`config.mk`:
```
export PLATFORM = sky130hd
export DESIGN_NAME = key_event_queue
export DESIGN_NICKNAME = d
export VERILOG_FILES = /design/src/rtl/key_event_queue.sv
export SDC_FILE = /design/constraint.sdc
export NUM_CORES = 1
export LEC_CHECK = 0
export CAP_MARGIN = 40
export CORE_ASPECT_RATIO = 1.5
export CORE_MARGIN = 10
export CORE_UTILIZATION = 55
export CTS_CLUSTER_SIZE = 20
export DETAILED_ROUTE_END_ITERATION = 8
export GPL_ROUTABILITY_DRIVEN = 0
export PLACE_DENSITY = 0.85
export SETUP_SLACK_MARGIN = 0.3
export SYNTH_ARGS = -nofsm -noshare
export SYNTH_HDL_FRONTEND = slang
export SYNTH_SLANG_ARGS = --single-unit
```
`constraint.sdc`:
```
create_clock -name clk -period 9.75 [get_ports clk]
set_input_delay 0.975 -clock clk [delete_from_list [all_inputs] [get_ports clk]]
set_output_delay 0.975 -clock clk [all_outputs]
set_load 0.02 [all_outputs]
```
`src/rtl/key_event_queue.sv`:
```
// Key event queue: turns held-action levels into press/release/auto-repeat
// events and buffers them in a first-word-fall-through FIFO.
module key_event_queue #(
    parameter int unsigned DEPTH        = 8,
    parameter int unsigned REPEAT_DELAY = 25000000,
    parameter int unsigned REPEAT_RATE  = 5000000,
    parameter logic [5:0]  REPEAT_MASK  = 6'b001111
) (
    input  logic                     clk,
    input  logic                     reset,
    input  logic [5:0]               keys_in,
    input  logic                     evt_ready,
    output logic                     evt_valid,
    output logic [7:0]               evt_data,
    output logic [$clog2(DEPTH):0]   evt_count,
    output logic                     drop_flag
);

    localparam int unsigned AW   = $clog2(DEPTH);
    localparam int unsigned CNTW = AW + 1;
    localparam int unsigned RMAX = (REPEAT_DELAY > REPEAT_RATE) ? REPEAT_DELAY : REPEAT_RATE;
    localparam int unsigned CW   = (RMAX > 1) ? $clog2(RMAX) : 1;

    localparam logic [CNTW-1:0] FULL     = CNTW'(DEPTH);
    localparam logic [CW-1:0]   DELAY_TC = CW'(REPEAT_DELAY - 1);
    localparam logic [CW-1:0]   RATE_TC  = CW'(REPEAT_RATE - 1);

    typedef enum logic {PH_DELAY, PH_RATE} phase_t;

    logic [5:0]    keys_q, seen, pending;
    logic [7:0]    mem [DEPTH];
    logic [AW-1:0] wr_ptr, rd_ptr;
    logic [CW-1:0] rep_cnt, rep_cnt_n;
    logic [2:0]    rep_key, rep_key_n;
    logic          rep_active, rep_active_n;
    phase_t        phase, phase_n;
    logic          pop, push_ok, edge_push, rep_tc, rep_push, do_push, drop_n;
    logic [2:0]    edge_idx;
    logic [7:0]    push_data;

    assign pending   = keys_q ^ seen;
    assign evt_valid = (evt_count != '0);
    assign evt_data  = mem[rd_ptr];

    // Scan downward so the lowest pending index is the final assignment.
    always_comb begin
        edge_idx = '0;
        for (int unsigned i = 6; i > 0; i--) begin
            if (pending[i-1]) edge_idx = 3'(i - 1);
        end
    end

    always_comb begin
        pop       = evt_valid && evt_ready;
        push_ok   = (evt_count < FULL) || pop;
        edge_push = (pending != '0) && push_ok;
        rep_tc    = rep_active && (rep_cnt == ((phase == PH_DELAY) ? DELAY_TC : RATE_TC));
        rep_push  = rep_tc && !edge_push && push_ok;
        do_push   = edge_push || rep_push;
        push_data = edge_push ? {keys_q[edge_idx], 1'b0, 3'b000, edge_idx}
                              : {2'b11, 3'b000, rep_key};
        drop_n    = drop_flag || (rep_tc && !push_ok);

        rep_active_n = rep_active;
        rep_key_n    = rep_key;
        rep_cnt_n    = rep_cnt;
        phase_n      = phase;
        if (rep_active) rep_cnt_n = rep_cnt + 1'b1;
        if (rep_tc) begin
            rep_cnt_n = '0;
            phase_n   = PH_RATE;
        end
        // A pushed edge restarts or cancels repeating regardless of the timer.
        if (edge_push) begin
            if (keys_q[edge_idx]) begin
                if (REPEAT_MASK[edge_idx]) begin
                    rep_active_n = 1'b1;
                    rep_key_n    = edge_idx;
                    rep_cnt_n    = '0;
                    phase_n      = PH_DELAY;
                end else begin
                    rep_active_n = 1'b0;
                end
            end else if (edge_idx == rep_key) begin
                rep_active_n = 1'b0;
            end
        end
    end

    always_ff @(posedge clk) begin
        if (reset) begin
            keys_q     <= '0;
            seen       <= '0;
            wr_ptr     <= '0;
            rd_ptr     <= '0;
            evt_count  <= '0;
            rep_cnt    <= '0;
            rep_key    <= '0;
            rep_active <= 1'b0;
            phase      <= PH_DELAY;
            drop_flag  <= 1'b0;
        end else begin
            keys_q <= keys_in;
            if (edge_push) seen[edge_idx] <= keys_q[edge_idx];
            if (do_push) wr_ptr <= wr_ptr + 1'b1;
            if (pop) rd_ptr <= rd_ptr + 1'b1;
            if (do_push && !pop) evt_count <= evt_count + 1'b1;
            else if (pop && !do_push) evt_count <= evt_count - 1'b1;
            rep_cnt    <= rep_cnt_n;
            rep_key    <= rep_key_n;
            rep_active <= rep_active_n;
            phase      <= phase_n;
            drop_flag  <= drop_n;
        end
    end

    always_ff @(posedge clk) begin
        if (do_push) mem[wr_ptr] <= push_data;
    end

endmodule

```
==> results of run 1 <==
## kinds of logic (layout without fill, tap and decap cells)
| group | Yosys count | after routing | synth area share, % |
|---|---|---|---|
| AOI/OAI and AO/OA | 45 | 45 | 7.801 |
| muxes | 19 | 19 | 7.508 |
| buffers and inverters | 23 | 48 | 2.396 |
| xor gates and xnor gates | 43 | 43 | 8.794 |
| DFF | 96 | 96 | 54.22 |
| adders and majority gates | 8 | 8 | 2.454 |
| other | 1 | 3 | 0.08756 |
| and+or+nand+nor | 140 | 140 | 16.74 |
## worst max path at each step
stage / from / to / cells after the start
after CTS: evt_ready / evt_count[3] / 13
final: evt_ready / evt_count[3] / 13
after detailed placement: evt_ready / evt_count[3] / 13
after global placement: evt_ready / evt_count[3] / 13
after global routing: evt_ready / evt_count[3] / 13
after floorplan: rep_cnt[10] / evt_count[3] / 13
## routing by layer
layer,vias up,track usage (%),share of wire [%]
li1,1399,-,-
met2,59,27.13,56
met1,1405,13.84,38
met5,-,0,0
met3,19,4.689,3.2
met4,0,7.741,2.8
## cells in the final DEF (no fill, tap or decap), drive strengths merged, types with 11 or more instances in the layout
master	n
dfxtp	56
nor2	54
edfxtp	40
xor2	28
nand2	21
clkdlybuf4s50	19
xnor2	15
a21oi	12
nand3	11
clkbuf	11
## power by group
part           switching, mW  internal, mW
clock                  0.139         0.205
sequential            0.0581         0.516
combinational          0.252         0.202
## flip-flops by register name, summed over array words and instances, names as in the netlist, 3 cells and up, named ones only
name,flops
evt_count,4
rep_cnt,25
keys_q,6
rep_key,3
seen,6
wr_ptr,3
rd_ptr,3
mem,40
## synthesized netlist by cell type (5+ instances only)
| cell | instances | area (sq um) |
|---|---|---|
| a211oi_1 | 6 | 45.04 |
| a21o_1 | 5 | 37.54 |
| a21oi_1 | 11 | 55.05 |
| and3_1 | 5 | 31.28 |
| clkbuf_1 | 7 | 26.28 |
| dfxtp_1 | 56 | 1121 |
| edfxtp_1 | 40 | 1201 |
| ha_1 | 6 | 75.07 |
| inv_1 | 8 | 30.03 |
| mux2_2 | 5 | 56.30 |
| mux4_2 | 10 | 225.2 |
| nand2_1 | 21 | 78.83 |
| nand3_1 | 11 | 55.05 |
| nand4_1 | 9 | 56.30 |
| nor2_1 | 54 | 202.7 |
| nor2b_1 | 10 | 62.56 |
| nor3_1 | 6 | 30.03 |
| xnor2_1 | 15 | 131.4 |
| xor2_1 | 28 | 245.2 |
## area by class of cell
cell class / instances / area (sq um)
Multi-Input combinational cell: 258 / 1866
Clock buffer: 11 / 242.7
Inverter: 8 / 30.03
Sequential cell: 96 / 2322
Timing Repair Buffer: 24 / 226.5
Clock inverter: 5 / 57.56
Fill cell: 589 / 2740
Tap cell: 102 / 127.6
## worst reg2reg max path, stage by stage, from the launching register on
cell and delay [ns]:
dfxtp_1 0.43, xor2_1 0.18, nor4_1 0.72, a31oi_1 0.33, a21oi_2 0.39, inv_1 0.08
ha_1 0.22, inv_1 0.12, ha_1 0.24, a21o_1 0.18, a21oi_1 0.17, xnor2_1 0.10
or3_1 0.32, a21oi_1 0.16
## per-stage QoR
stage / instances / utilization (%) / hold WS (ns) / setup slack (ns) / area [sq um]
6_report: 504 / 64.00 / 0.5070 / 5.884 / 4872
3_5_place_dp: 488 / 60.06 / 0.4917 / 5.556 / 4572
3_3_place_gp: 484 / 59.68 / 0.4711 / 5.736 / 4543
5_1_grt: 504 / 64.00 / 0.5238 / 5.654 / 4872
4_1_cts: 504 / 64.00 / 0.5049 / 5.892 / 4872
2_1_floorplan: 377 / - / 0.4541 / 6.474 / 4290
==> results.md, run 1 <==
* Die Height at 128.1 um
* Worst path bufs/invs at 3
* Synthesis-to-finish area growth at 13.76%
* Pin count of the biggest net entering global routing at 30
* CP Max Fanout at 8
* RSZ-0062 raised after global routing: no
* Slew @ Worst Pin at a little under 0.9 ns
* Hold crit path type: reg -> reg
* RR Startpoint: keys_q[0]
* Die X at a little over 90 um
* Crit. End Element: flop
* Peak supply drop at between 0.0001 and 0.00015 V
* R2r endpoint: evt_count[3]
* CTS Hold Bufs at 0
* CTS max path bufs at 2
* LEAKAGE at roughly 1.8 nW
* MaxCap Viol Count at 0
* Total grt overflow at 0
* Post-synth top flop: dfxtp_1
* Startpoint type of the worst setup path: input port
* Slowest cell delay on critical path at between 0.5 and 0.6 ns
* Final wirelength at around 8.1 mm
* H-Tree Depth at 3
* Layout cell share with drive strength beyond 1 at about a tenth
* R2R Setup Slk at between 6 and 7 ns
* CP Class: in -> reg
* Clock transition at the registers of the reported paths at roughly 0.060 ns
* Final Setup Violations at 0
* Critical Path Slowest Stage Cell: clkdlybuf4s50_1
* Initial DRC count at around 170
* Drt drc at 0
* Clock latency at the later pin of the worst-skew pair at approximately 0.34 ns
* I/O pins at 23
* Cell variety after synth at 53
* Clock sink count at 96
* Synthesis Warnings at 0
* Total Nets Final at between 400 and 500
* Status: complete, no violations
* Wire length per cell at between 15 and 20 um
* Seq cells post-synth at 96
* Core area at about 7600 sq um
* Min-Delay Path Depth at 2
* Fin crit period at 3.866 ns
* Number of cell rows at 39
* CP Data Arrival Time at ~4.1 ns
* GRT Total Usage at between 10% and 20%
* # resized after CTS at 0
* CTS tree: built
* Top Family by Delay on Critical Path: compound AO/OA/AOI/OAI gates
* ANT nets after route at 0
* TNS Setup at 0 ns
* Pwr Density at ~280 nW/um^2
* Vias post-DR at 2,882
* Fin. max-slew vios at 0
* Final period util at 39.65%
* Avg Synthesized Cell Area at approximately 11 sq um
* Worst R2R Path Depth at 13
* Total CTS buffers at 9
* Post-Syn Area at 4283 sq um
* Starting Density at 56.26%
* Fmax at roughly 260 MHz
* Setup Fix Bufs, Post-CTS at 0
* CP cell instances: clkdlybuf4s50_1 > nor2b_1 > a31oi_1 > a21oi_2 > inv_1 > ha_1 > inv_1 > ha_1 > a21o_1 > a21oi_1 > xnor2_1 > or3_1 > a21oi_1
* Antenna violations before repair at 0
* DIE AREA at ~12,000 sq um
* Detailed Routing Iterations Pass 1 at 4
* CP Data Required Time at approximately 10 ns
* Vias in the first global route at roughly 2,900
* Async SR Flop Fraction at 0%
* DP Wirelength at 6.050 mm
* Final hold vios at 0
* Root buf cell: clkbuf_16
* Hold wc startpoint: rd_ptr[1]
* Clock Skew at 0.006789 ns
* Post-DR vias/cell at between 5 and 6
* PortBufs at 19
* Number of synthesized flops with an enable pin at 40
* Overall Power at around 1.4 mW
* Sequential area share after synthesis at between 50% and 60%
* Global-route wire length before repair at about 14 mm
* Rel. slew slack at between 40% and 50%
* Ant. Diodes at 0
* Post-Syn Instances at approximately 380
No activity file was read; power rests on OpenSTA's default activity.
==> inputs of run 2 (changes only) <==
==> constraint.sdc (replaced) <==
create_clock -name clk -period 3.85 [get_ports clk]
set_input_delay 0.385 -clock clk [delete_from_list [all_inputs] [get_ports clk]]
set_output_delay 0.385 -clock clk [all_outputs]
set_load 0.02 [all_outputs]
==> run 2 against run 1 <==
Sequential power rose to 2.5 times the previous value. Setup slack got worse by 5.5 ns. Non-clock buffer count rose by 4. Power rose to 2.6 times the previous value. Utilization rose by 1.0 points. Combinational power rose to 2.6 times the previous value.
==> results.md, run 2 (synthesis results as in run 1) <==
* Initial DRC count at roughly 160
* Vias post-DR at about 2,800
* Fin. max-slew vios at 0
* Total CTS buffers at 9
* Ant. Diodes at 0
* Layout cell share with drive strength beyond 1 at a little over an eighth
* Antenna violations before repair at 0
* CTS tree: built
* Slew @ Worst Pin at roughly 0.78 ns
* CTS max path bufs at 2
* CP Class: reg -> reg
* GRT Total Usage at between 10% and 20%
* M1 GR Usage at ~14%
* Wire length per cell at ~16 um
* CP Data Arrival Time at between 3 and 4 ns
* Number of cell rows at 39
* Clock power frac at 25.5%
* Final hold vios at 0
* Final Setup Violations at 0
* Fmax at around 290 MHz
* Net switching power at ~1.2 mW
* Largest reg by FF count: mem
* DP Wirelength at 5.856 mm
* Vias in the first global route at between 2,000 and 3,000
* Rel. slew slack at 47.82%
* Met2 Track Usage GR at roughly a quarter
* Crit. End Element: flop
* Most frequent cells in the layout: dfxtp_1, nor2_1, edfxtp_1
* DIE AREA at around 12,000 sq um
* Logic gate share of total power at ~34%
* Internal at 2.377 mW
* I/O pins at 23
* Core area at ~7600 sq um
* Root buf cell: clkbuf_16
* Clock Skew at just under 0.008 ns
* Startpoint type of the worst setup path: flop
* CP Max Fanout at 8
* Final wirelength at around 8.0 mm
* Drt drc at 0
* Clock latency at the later pin of the worst-skew pair at roughly 0.35 ns
* GRT busiest layer: met2
* Commonest non-fill, non-tap cell in the layout: dfxtp_1
* Top flop regs: mem (40), rep_cnt (25)
* Clock transition at the registers of the reported paths at roughly 0.070 ns
* Synthesis-to-finish area growth at 15.54%
* Total Nets Final at 417
* Hold crit path type: reg -> reg
* LEAKAGE at around 1.8 nW
* Pwr Density at 717.0 nW/um^2
* Die X at between 90 and 100 um
* Global-route wire length before repair at 13.36 mm
* Total grt overflow at 0
* Max reg flops at 40
* Die Height at approximately 130 um
* Final period util at between 80% and 90%
* ANT nets after route at 0
* Clock sink count at 96
* Sequential share of power at between 40% and 50%
* TNS Setup at 0 ns
* Post-DR vias/cell at roughly 5.6
* Fin crit period at roughly 3.5 ns
* RSZ-0062 raised after global routing: no
* PortBufs at 19
* Peak supply drop at between 0.0003 and 0.0004 V
* Pin count of the biggest net entering global routing at 30
* Switching part of the total power at 33.01%
* MaxCap Viol Count at 0
* Status: complete, no violations
* Fin util at between 60% and 70%
* Met3 GRT Util at under 10%
* H-Tree Depth at 3
* Fill cells at between 500 and 600
* CP Data Required Time at about 4.1 ns
* CTS Hold Bufs at 0
* Starting Density at 56.26%
* Detailed Routing Iterations Pass 1 at 4
[run 2: changes by cell type in the layout (fill, tap and decap cells not counted), moves of 2 or more]
cell       previous run  this run
inv_1                 8         6
clkbuf_16             9        11
clkinv_2              2         0
buf_4                 2         9
inv_2                 0         2
buf_2                 2         0
[run 2: power groups by stage]
stage               logic, mW  clock network [mW]  registers [mW]
floorplan               0.845                   0            1.42
global placement         1.12                   0            1.46
detailed placement       1.16                   0            1.47
CTS                      1.17               0.924            1.45
global route             1.31               0.963            1.48
finish                   1.19               0.906            1.45
[run 2: worst max-delay path, stage by stage, from the launching register on]
cell	delay, ns
dfxtp_2	0.35
or4_1	0.53
or4_4	0.50
a2111oi_4	0.27
buf_4	0.19
a21oi_4	0.09
inv_2	0.10
ha_4	0.14
inv_2	0.05
ha_1	0.27
a21o_1	0.19
a21oi_2	0.16
xnor2_1	0.10
or3_1	0.31
a21oi_1	0.14
[run 2: through the flow]
stage | std cells | instance area [sq um] | hold WS (ns) | worst slack (ns) | power (mW)
after floorplan | 377 | 4290 | 0.4541 | 0.5739 | 2.264
after global placement | 491 | 4596 | 0.4692 | 0.4569 | 2.585
after detailed placement | 491 | 4596 | 0.4767 | 0.3482 | 2.635
after CTS | 507 | 4916 | 0.4859 | 0.3463 | 3.545
after global routing | 508 | 4949 | 0.5305 | 0.2626 | 3.749
final | 508 | 4949 | 0.4860 | 0.3978 | 3.548
[run 2: area by class of cell]
type / count / area, sq um / area share, %
Clock buffer: 11 / 275.3 / 5.563
Clock inverter: 5 / 45.04 / 0.9102
Inverter: 8 / 30.03 / 0.6068
Multi-Input combinational cell: 258 / 1889 / 38.18
Sequential cell: 96 / 2323 / 46.95
Tap cell: 102 / 127.6 / 2.579
Timing Repair Buffer: 28 / 257.7 / 5.209
[run 2: metal layers]
layer | share of wire, % | routed length [um]
met5 | 0 | 0
met4 | 2.9 | 228
met3 | 4.0 | 316
met2 | 55 | 4389
met1 | 38 | 3061
[run 2: path summary, 6_finish.rpt]
kind               startpoint           end  slack, ns  cells past startpoint
hold / removal      rd_ptr[1]     rd_ptr[1]       0.49                      2
setup reg to reg  rep_cnt[10]  evt_count[3]       0.40                     14
hold reg to reg     rd_ptr[1]     rd_ptr[1]       0.49                      2
setup / recovery  rep_cnt[10]  evt_count[3]       0.40                     14
[run 2: timing repair]
item	in CTS	in global routing
buffers inserted	0	1
gates resized for setup	0	7
endpoints found under the setup margin	0	1
==> inputs of run 3 (changes only) <==
--- a/config.mk
+++ b/config.mk
@@ -5,15 +5,15 @@
 export SDC_FILE = /design/constraint.sdc
 export NUM_CORES = 1
 export LEC_CHECK = 0
-export CAP_MARGIN = 40
 export CORE_ASPECT_RATIO = 1.5
 export CORE_MARGIN = 10
 export CORE_UTILIZATION = 55
 export CTS_CLUSTER_SIZE = 20
 export DETAILED_ROUTE_END_ITERATION = 8
 export GPL_ROUTABILITY_DRIVEN = 0
-export PLACE_DENSITY = 0.85
+export PLACE_DENSITY = 0.83
 export SETUP_SLACK_MARGIN = 0.3
+export SLEW_MARGIN = 20
 export SYNTH_ARGS = -nofsm -noshare
 export SYNTH_HDL_FRONTEND = slang
 export SYNTH_SLANG_ARGS = --single-unit
==> run 3 against run 2 <==
First-iteration DRC count increased by 30%. Worst hold slack gained 0.012 ns. Register-to-register slack is essentially flat. Fmax grew 0.23%. Setup slack gained 0.0078 ns. Count of clock-buffer cells in the layout down 1. Sequential cell count did not move. Sequential share of layout area fell by 0.43 points. Critical path depth fell by 1. Critical path type unchanged. Largest cell class unchanged.
==> results.md, run 3 (synthesis results as in run 1) <==
* Final Setup Violations at 0
* Critical path endpoint: evt_count[3]
* ANT nets after route at 0
* Rel. slew slack at about two fifths
* Number of cell rows at 39
* Register area at between 2000 and 2500 sq um
* Clock latency at the later pin of the worst-skew pair at between 0.3 and 0.4 ns
* Fmax at about 290 MHz
* Clock sink count at 96
* Layout cell share with drive strength beyond 1 at 15.22%
* Worst R2R Path Depth at 13
* Top flop regs: mem (40), rep_cnt (25)
* H-Tree Depth at 3
* Area of the multi-input gates at around 1900 sq um
* Antenna violations before repair at 0
* Drt drc at 0
* GRT Total Usage at between 10% and 20%
* RSZ-0062 raised after global routing: no
* Final period util at just under 90%
* DP Wirelength at 5.962 mm
* Max reg flops at 40
* DIE AREA at 11,790 sq um
* CTS tree: built
* Root buf cell: clkbuf_16
* CTS max path bufs at 2
* Status: complete, no violations
* Slew @ Worst Pin at around 0.87 ns
* Final hold vios at 0
* Clock transition at the registers of the reported paths at roughly 0.07 ns
* Ant. Diodes at 0
* CP Data Arrival Time at 3.73 ns
* Die Height at 128.1 um
* Post-DP Area at between 4000 and 5000 sq um
* Vias post-DR at ~3,000
* MaxCap Viol Count at 0
* Hold crit path type: reg -> reg
* Starting Density at 56.26%
* Commonest non-fill, non-tap cell in the layout: dfxtp_1
* Most frequent cells in the layout: dfxtp_1, nor2_1, edfxtp_1
* Core area at between 7000 and 8000 sq um
* Crit. End Element: flop
* I/O pins at 23
* Pwr Density at 718.3 nW/um^2
* Largest reg by FF count: mem
* LEAKAGE at between 1.5 and 2 nW
* Startpoint type of the worst setup path: flop
* Fill cells at between 600 and 700
* Wire length per cell at around 16 um
* Initial DRC count at 204
* Global-route wire length before repair at about 14 mm
* R2r endpoint: evt_count[3]
* PortBufs at 19
* Total Nets Final at approximately 430
* R2R Setup Slk at 0.41 ns
* Die X at 92.05 um
* Total CTS buffers at 9
* Clock Skew at about 0.0096 ns
* Pin count of the biggest net entering global routing at 29
* Cell area after layout at roughly 5000 sq um
* TNS Setup at 0 ns
* Synthesis-to-finish area growth at 16.74%
* Detailed Routing Iterations Pass 1 at 4
* Final wirelength at ~8.4 mm
* CP Class: reg -> reg
* Peak supply drop at between 0.0003 and 0.0004 V
* Vias in the first global route at between 2,000 and 3,000
* Total grt overflow at 0
* CP Max Fanout at 5
* Fin. max-slew vios at 0
* RR Startpoint: rep_cnt[10]
* Overall Power at 3.592 mW
* Fin crit period at about 3.4 ns
* CP Data Required Time at ~4.1 ns
* CP Launch Point: rep_cnt[10]
* Post-DR vias/cell at approximately 5.7
==> run 3: how the worst min path moves through the flow <==
| stage | cells past startpoint | to | from |
|---|---|---|---|
| 2_1_floorplan | 2 | flop | rd_ptr[1] |
| 3_3_place_gp | 2 | rd_ptr[1] | rd_ptr[1] |
| 3_5_place_dp | 2 | flop | rd_ptr[1] |
| 4_1_cts | 2 | rd_ptr[1] | rd_ptr[1] |
| 5_1_grt | 2 | rd_ptr[1] | rd_ptr[1] |
| 6_report | 2 | rd_ptr[1] | rd_ptr[1] |
==> run 3: cell type report <==
cell class	count	share of cell area, %
Sequential cell	96	46.52
Multi-Input combinational cell	258	38.09
Timing Repair Buffer	36	6.356
Clock buffer	10	4.580
Tap cell	102	2.553
Clock inverter	6	1.301
Inverter	8	0.6006
==> run 3: what timing repair did <==
| item | CTS | global route |
|---|---|---|
| resized for setup | 0 | 11 |
| setup buffers | 0 | 7 |
| endpoints found under the setup margin | 0 | 1 |
| hold buffers | 0 | 0 |
==> run 3: per-layer routing <==
| metal | GRT usage [%] | vias up | wire (um) |
|---|---|---|---|
| li1 | - | 1422 | - |
| met1 | 14.49 | 1432 | 3143 |
| met2 | 26.79 | 60 | 4689 |
| met3 | 2.403 | 22 | 232 |
| met4 | 10.29 | 0 | 301 |
| met5 | 0 | - | 0 |
==> run 3: worst max-delay path: stages (launching register included) <==
cell and delay, ns:
dfxtp_4 0.35, or4_4 0.52, or4_4 0.54, a2111oi_4 0.38, a21oi_4 0.14, inv_2 0.09, ha_4 0.13, inv_2 0.05
ha_1 0.27, a21o_1 0.16, a21oi_2 0.16, xnor2_2 0.09, or3_1 0.38, a21oi_2 0.12
==> run 3: where the power goes <==
part	internal (mW)	switching, mW
clock	0.505	0.365
combinational	0.598	0.675
sequential	1.31	0.143
total	2.41	1.18
==> run 3: stage by stage <==
stage	util, %	setup WS (ns)	hold slack (ns)	cells
floorplan	-	0.5739	0.4541	377
global placement	60.57	0.5453	0.4695	493
detailed placement	60.57	0.4441	0.4843	493
CTS	64.43	0.4198	0.4975	509
global route	65.68	0.2716	0.5291	516
finish	65.68	0.4056	0.4980	516
